`src/rtl/debounce_entry.sv`:
```
// rtl/debounce_entry.sv - four-button debounced digit entry front end for a combination lock
// Optional feature: define AUTO_REPEAT_EN to enable hold-to-repeat on the increment/decrement buttons.
module debounce_entry #(
    parameter int DEBOUNCE_LIMIT = 250000,
    parameter int MAX_DIGIT      = 9,
    parameter int REPEAT_DELAY   = 12500000,
    parameter int REPEAT_PERIOD  = 2500000
) (
    input  logic       i_Clk,
    input  logic       i_Rst_L,
    input  logic       i_Switch_1,
    input  logic       i_Switch_2,
    input  logic       i_Switch_3,
    input  logic       i_Switch_4,
    output logic [3:0] o_Binary_Num,
    output logic       o_Enter,
    output logic       o_Clear,
    output logic [3:0] o_Debounced
);

    localparam logic [23:0] DEB_LAST  = 24'(DEBOUNCE_LIMIT - 1);
    localparam logic [3:0]  DIGIT_MAX = 4'(MAX_DIGIT);

    // Bit order everywhere: 0 = increment, 1 = decrement, 2 = enter, 3 = clear.
    logic [3:0]       raw_sw;
    logic [3:0]       sync1_q;
    logic [3:0]       sync2_q;
    logic [3:0]       deb_q;
    logic [3:0]       deb_d;
    logic [3:0][23:0] cnt_q;
    logic [3:0][23:0] cnt_d;
    logic [3:0]       toggle;
    logic [3:0]       press;
    logic [3:0]       num_q;
    logic [3:0]       num_d;
    logic             enter_q;
    logic             enter_d;
    logic             clear_q;
    logic             clear_d;
    logic             rep_up;
    logic             rep_dn;
    logic             step_up;
    logic             step_dn;

    assign raw_sw = {i_Switch_4, i_Switch_3, i_Switch_2, i_Switch_1};

    // Two-flop synchronizer on every raw button before anything else looks at it.
    always_ff @(posedge i_Clk or negedge i_Rst_L) begin
        if (!i_Rst_L) begin
            sync1_q <= '0;
            sync2_q <= '0;
        end else begin
            sync1_q <= raw_sw;
            sync2_q <= sync1_q;
        end
    end

    // Per-button stability counter: any matching cycle restarts it, the last count flips the level.
    always_comb begin
        deb_d  = deb_q;
        cnt_d  = cnt_q;
        toggle = '0;
        for (int i = 0; i < 4; i++) begin
            if (sync2_q[i] == deb_q[i]) begin
                cnt_d[i] = '0;
            end else if (cnt_q[i] == DEB_LAST) begin
                deb_d[i]  = ~deb_q[i];
                cnt_d[i]  = '0;
                toggle[i] = 1'b1;
            end else begin
                cnt_d[i] = cnt_q[i] + 24'd1;
            end
        end
    end

    // A press is the cycle whose debounced level is about to rise; releases are ignored.
    assign press = toggle & ~deb_q;

`ifdef AUTO_REPEAT_EN
    localparam logic [23:0] DELAY_LAST  = 24'(REPEAT_DELAY - 1);
    localparam logic [23:0] PERIOD_LAST = 24'(REPEAT_PERIOD - 1);

    logic [23:0] rep_cnt_q;
    logic [23:0] rep_cnt_d;
    logic        rep_armed_q;
    logic        rep_armed_d;
    logic        rep_fire;
    logic        hold_alone;
    logic        rep_restart;

    // Repeat runs only while exactly one of increment/decrement is held with no fresh press.
    assign hold_alone  = deb_q[0] ^ deb_q[1];
    assign rep_restart = ~hold_alone | press[3] | press[1] | press[0];

    // First step waits the long delay, later steps the short period (rep_armed_q selects).
    always_comb begin
        rep_cnt_d   = rep_cnt_q;
        rep_armed_d = rep_armed_q;
        rep_fire    = 1'b0;
        if (rep_restart) begin
            rep_cnt_d   = '0;
            rep_armed_d = 1'b0;
        end else if (rep_cnt_q == (rep_armed_q ? PERIOD_LAST : DELAY_LAST)) begin
            rep_fire    = 1'b1;
            rep_cnt_d   = '0;
            rep_armed_d = 1'b1;
        end else begin
            rep_cnt_d = rep_cnt_q + 24'd1;
        end
    end

    // Repeat timing registers.
    always_ff @(posedge i_Clk or negedge i_Rst_L) begin
        if (!i_Rst_L) begin
            rep_cnt_q   <= '0;
            rep_armed_q <= 1'b0;
        end else begin
            rep_cnt_q   <= rep_cnt_d;
            rep_armed_q <= rep_armed_d;
        end
    end

    assign rep_up = rep_fire & deb_q[0];
    assign rep_dn = rep_fire & deb_q[1];
`else
    logic unused_repeat_cfg;
    assign unused_repeat_cfg = ^{32'(REPEAT_DELAY), 32'(REPEAT_PERIOD)};
    assign rep_up = 1'b0;
    assign rep_dn = 1'b0;
`endif

    assign step_up = press[0] | rep_up;
    assign step_dn = press[1] | rep_dn;

    // Clear beats everything; an enter press holds the digit steady so the lock captures a stable value.
    always_comb begin
        num_d   = num_q;
        enter_d = 1'b0;
        clear_d = 1'b0;
        if (press[3]) begin
            num_d   = '0;
            clear_d = 1'b1;
        end else if (press[2]) begin
            enter_d = 1'b1;
        end else if (step_up && !step_dn) begin
            num_d = (num_q == DIGIT_MAX) ? 4'd0 : num_q + 4'd1;
        end else if (step_dn && !step_up) begin
            num_d = (num_q == 4'd0) ? DIGIT_MAX : num_q - 4'd1;
        end
    end

    // Debounce state, composed digit and output pulses.
    always_ff @(posedge i_Clk or negedge i_Rst_L) begin
        if (!i_Rst_L) begin
            deb_q   <= '0;
            cnt_q   <= '0;
            num_q   <= '0;
            enter_q <= 1'b0;
            clear_q <= 1'b0;
        end else begin
            deb_q   <= deb_d;
            cnt_q   <= cnt_d;
            num_q   <= num_d;
            enter_q <= enter_d;
            clear_q <= clear_d;
        end
    end

    assign o_Binary_Num = num_q;
    assign o_Enter      = enter_q;
    assign o_Clear      = clear_q;
    assign o_Debounced  = deb_q;

endmodule

```
`config.mk`:
```
export PLATFORM = sky130hd
export DESIGN_NAME = debounce_entry
export DESIGN_NICKNAME = d
export VERILOG_FILES = /design/src/rtl/debounce_entry.sv
export SDC_FILE = /design/constraint.sdc
export NUM_CORES = 1
export LEC_CHECK = 0
export CAP_MARGIN = 20
export CORE_ASPECT_RATIO = 1.75
export CORE_MARGIN = 5
export CORE_UTILIZATION = 65
export CTS_BUF_LIST = sky130_fd_sc_hd__clkbuf_4 sky130_fd_sc_hd__clkbuf_8
export DETAILED_ROUTE_END_ITERATION = 10
export HOLD_SLACK_MARGIN = 0.12
export PLACE_DENSITY = 0.8
export SYNTH_ARGS = -nofsm -noshare
export SYNTH_HDL_FRONTEND = slang
export SYNTH_SLANG_ARGS = --single-unit
```
`constraint.sdc`:
```
create_clock -name i_Clk -period 5.9 [get_ports i_Clk]
set_input_delay 1.475 -clock i_Clk [delete_from_list [all_inputs] [get_ports i_Clk]]
set_output_delay 1.475 -clock i_Clk [all_outputs]
set_load 0.05 [all_outputs]
```
Word level (Yosys, flattened, before mapping)
Cells that the tools add are included.
{"block": "word_totals", "elab_cells": 75, "inputBits": 6, "register_bits": 114}
{"block": "classes", "n_reduce_logical": 11, "n_eq_ne": 10, "n_mux": 25, "n_addsub": 6, "bitwise": 10}
{"cell": "$mux W24", "n": 8}
{"cell": "$add A24 B1 Y24 const B", "n": 4}
{"cell": "$eq A24 B18 Y1 const B", "n": 4}
{"cell": "$mux W4", "n": 6}
{"cell": "$mux W1", "n": 11}
{"cell": "$reduce_and A2 Y1", "n": 5}
{"cell": "$not A1 Y1", "n": 8}
{"cell": "$add A4 B1 Y4 const B", "n": 1}
{"cell": "$and A4 B4 Y4", "n": 1}
{"cell": "$eq A1 B1 Y1", "n": 4}
{"cell": "$eq A4 B4 Y1 const B", "n": 1}
{"cell": "$logic_not A4 Y1", "n": 1}
{"cell": "$not A4 Y4", "n": 1}
{"cell": "$sub A4 B1 Y4 const B", "n": 1}
{"cell": "$reduce_bool A3 Y1", "n": 1}
{"cell": "$logic_and A1 B1 Y1", "n": 2}
{"cell": "$logic_not A1 Y1", "n": 2}
{"cell": "$ne A2 B1 Y1 const B", "n": 1}

Logic depth before layout (Yosys ltp)
{"block": "depth", "ltp_word": 10, "depth_mapped": 7}

Least setup slack after synthesis
Ideal clock, no wire load.
{"block": "synth_path", "path_type": "reg-to-output", "start": "register num_q[0], in the netlist o_Binary_Num[0]", "end": "output o_Binary_Num[0]", "path_slack_ns": 3.729, "path_buffers": 0, "path_stages_with_launch": 1, "arrival_ns": 0.696, "cell_sequence": "dfrtp_1"}
{"item": "from (decl)", "line": "34", "source": "logic [3:0] num_q;"}
{"item": "from (signal assigned)", "line": "163", "source": "num_q <= num_d;"}
{"item": "to (decl)", "line": "15", "source": "output logic [3:0] o_Binary_Num,"}
No word-level cell between the ends.

Worst setup path in the final report
{"block": "layout_path", "start": "register num_q[2], in the netlist o_Binary_Num[2]", "end": "output o_Binary_Num[2]"}
No word-level cell between the ends.

==> implementation parameters <==
Parameter                              Value

Worst setup path
  Cell type group with the largest total delay on the critical path    buffers and inverters
  Reg2Reg Capture Point    cnt_q[20]$_DFF_PN0_
  Launching element of the worst setup path    o_Binary_Num[2]$_DFFE_PN0P_
  CP peak stage delay    0.86 ns
  Critical Path End    o_Binary_Num[2]
  Cell at the slowest stage of the critical path    clkdlybuf4s50_1
  Reg2reg start    cnt_q[13]$_DFF_PN0_
  Max Fanout on Critical Path    9
  Number of buffers and inverters on the critical path    1
  Worst endpoint required time    4.43 ns
  Critical path endpoint category    output port
  Arrival time of the worst setup path    1.80 ns
  Critical path startpoint category    flop
  Cell depth of the worst setup path    1
  Classification of the worst setup path    flop to output port
  Cells on worst reg2reg path    5
  Worst-path cell chain    clkdlybuf4s50_1
  Register-to-register setup slack    3.31 ns

Power and ir drop
  Sequential group share of total power    0.473
  Internal power consumption    0.00133 W
  Comb power frac    0.026
  Leak pwr    2.79 nW
  Reported net switching power    0.000355 W
  Maximum ir drop on the vdd rail    0.179 mV
  Fraction of power spent switching nets    0.210
  Clock share of power    0.501
  Pwr dens    261 nW/µm²
  Total power of the final layout    0.00169 W

STA
  Slew Limit Headroom    0.338
  Total count of hold-check failures in the final report    0
  Final slew viol count    0
  Post-route fraction of the period consumed by the critical path    0.556
  Sum of negative setup slack    0 ns
  Slew @ Worst Pin    0.992 ns
  Setup repair after global routing missed its margin    false
  Shortest clock period the worst path allows after layout    roughly 3.3 ns
  Count of endpoints failing setup in the final report    0
  Skew final    0.00795 ns
  Fmax    305 MHz

Global routing
  Initial antenna violation count    0
  Via count of the first global-routing pass    4,437
  Overall Global Routing Usage    0.242
  Maximum number of pins on one net before global-route repair    just under 80
  First-pass GRT wire length    between 20,000 and 25,000 µm
  Final global-route overflow total    0

Route
  Routed wire length    12,100 µm
  DR vias    4,362
  TritonRoute pass-1 iters    5
  Drt drc    0
  Initial DRC Count    roughly 270
  Number of nets with antenna violations after detailed routing    0
  Vias per cell    around 6
  Wire length per cell after detailed routing    ~17 µm

Logic synthesis
  Net count of the mapped netlist    a little under 600
  Leading post-synthesis cells by instance count    dfrtp_1, nor2_1, xor2_1
  Average size of a mapped cell    10.0 µm²
  Most frequently used flop master after synthesis    dfrtp_1
  Sequential-to-total area share from yosys stat    0.493
  Flops & latches, synth    between 100 and 150
  Most instantiated library cell after synthesis    dfrtp_1
  Most area-consuming cells after synthesis    dfrtp_1, xor2_1, nor2_1
  Cell area after technology mapping    5790 µm²
  Share of the synthesized area in the top cell type    0.493
  Distinct cells, synth    52
  FFs w/ async S/R, synth    1.00
  Number of flops mapped to enable cells by yosys    0
  Yosys warnings    0
  Cells after synthesis    579
  Cell accounting for the most synthesized area    dfrtp_1

Clocking
  Clock latency of the later-clocked register in the worst-skew pair    0.43 ns
  Count of clock tree sinks    114
  Setup fix buffers added after clock tree synthesis    0
  Max Buffers Root-to-Sink    2
  CTS tree    yes
  Post-CTS clock slew at the launch and capture registers of the worst setup and hold paths    0.07 ns
  Number of levels in the clock H-tree    4
  Clk Tree Root Cell    clkbuf_8
  CTS Buf Count    17
  Hold buffer count at CTS    0
  Number of gates resized after CTS    0

Cells and area
  Number of antenna diodes    0
  Fraction of layout instances using a drive strength above 1    0.0949
  P&R area growth vs syn    12.0%
  Final layout net count    ~610

Floorplanning
  Die height    135 µm
  Initial cell density of the core    0.668
  Area inside the core boundary    8670 µm²
  Site Rows    45
  Ports placed on the boundary    16
  Die span in x    81.3 µm
  Die area    about 11,000 µm²

Placed design
  Final Wtd Congestion    0.882
  Port Buf Inserts    15
  Hpwl dp    roughly 8200 µm

Run status
  Result of the run    finished, final reports clean

Min path
  HP Class    flop to flop
  Depth of the worst hold-timing path    0
  Origin of the worst min-delay path    sync1_q[3]$_DFF_PN0_

Flow run
  Number of violations of the max-capacitance limit    0
## sequential cells by signal, indices dropped and copies added, names as in the netlist
name,count
cnt_q,96
o_Binary_Num,4
o_Clear,1
o_Debounced,4
o_Enter,1
sync1_q,4
sync2_q,4
## cells in the final DEF (no fill, tap or decap), drive strengths merged, types with 9 or more instances in the layout
master         count
clkbuf            22
nand2             34
nand3             29
inv               12
xor2              49
nor2             103
nand4             29
nor3              16
clkdlybuf4s50     14
xnor2             40
and3              21
nor4              19
and4              15
dfrtp            114
and2               9
## worst min-delay path by stage
stage                      endpoint
6_report       sync2_q[3]$_DFF_PN0_
5_1_grt        sync2_q[3]$_DFF_PN0_
4_1_cts        sync2_q[3]$_DFF_PN0_
3_5_place_dp   sync2_q[3]$_DFF_PN0_
3_3_place_gp   sync2_q[1]$_DFF_PN0_
2_1_floorplan  sync2_q[0]$_DFF_PN0_
## routing by layer
metal,GRT usage,share of wire,vias up
met1,0.282,0.40,2167
met4,0.105,0.031,0
li1,-,-,2068
met3,0.0607,0.034,35
met2,0.412,0.54,92
met5,0,0,-
## cell families (layout without fill, tap and decap cells)
| logic type | after synthesis | after routing | share of synthesized area |
|---|---|---|---|
| compound gates | 27 | 27 | 0.0361 |
| xor+xnor | 89 | 89 | 0.135 |
| fa+ha+maj | 7 | 7 | 0.0151 |
| buf+inv | 31 | 63 | 0.0223 |
| flops | 114 | 114 | 0.493 |
| mux | 9 | 9 | 0.0166 |
| simple gates | 302 | 302 | 0.282 |
## power groups by stage
stage | combinational [W] | clock, W | sequential [W]
3_3_place_gp | 0.0000437 | 0 | 0.000813
3_5_place_dp | 0.0000450 | 0 | 0.000813
6_report | 0.0000439 | 0.000846 | 0.000799
4_1_cts | 0.0000456 | 0.000860 | 0.000799
5_1_grt | 0.0000511 | 0.000899 | 0.000800
2_1_floorplan | 0.0000209 | 0 | 0.000812
## area by class of cell
| type | instances | area (µm²) |
|---|---|---|
| clock buffer | 21 | 277 |
| clock inverter | 11 | 183 |
| fill | 608 | 2190 |
| inverter | 12 | 45.0 |
| multi-input combinational | 434 | 2810 |
| sequential | 114 | 2850 |
| tap | 117 | 146 |
| timing repair buffer | 19 | 173 |
## stage by stage
stage	hold slack (ns)	cell area, µm²	util	setup WS (ns)	instances
6_report	0.353	6480	0.748	2.62	728
5_1_grt	0.354	6480	0.748	2.56	728
4_1_cts	0.353	6470	0.746	2.60	726
3_5_place_dp	0.337	6010	0.694	3.05	694
3_3_place_gp	0.332	6010	0.694	3.12	694
2_1_floorplan	0.331	5790	-	3.73	579
Power figures use the tool's default switching activity.
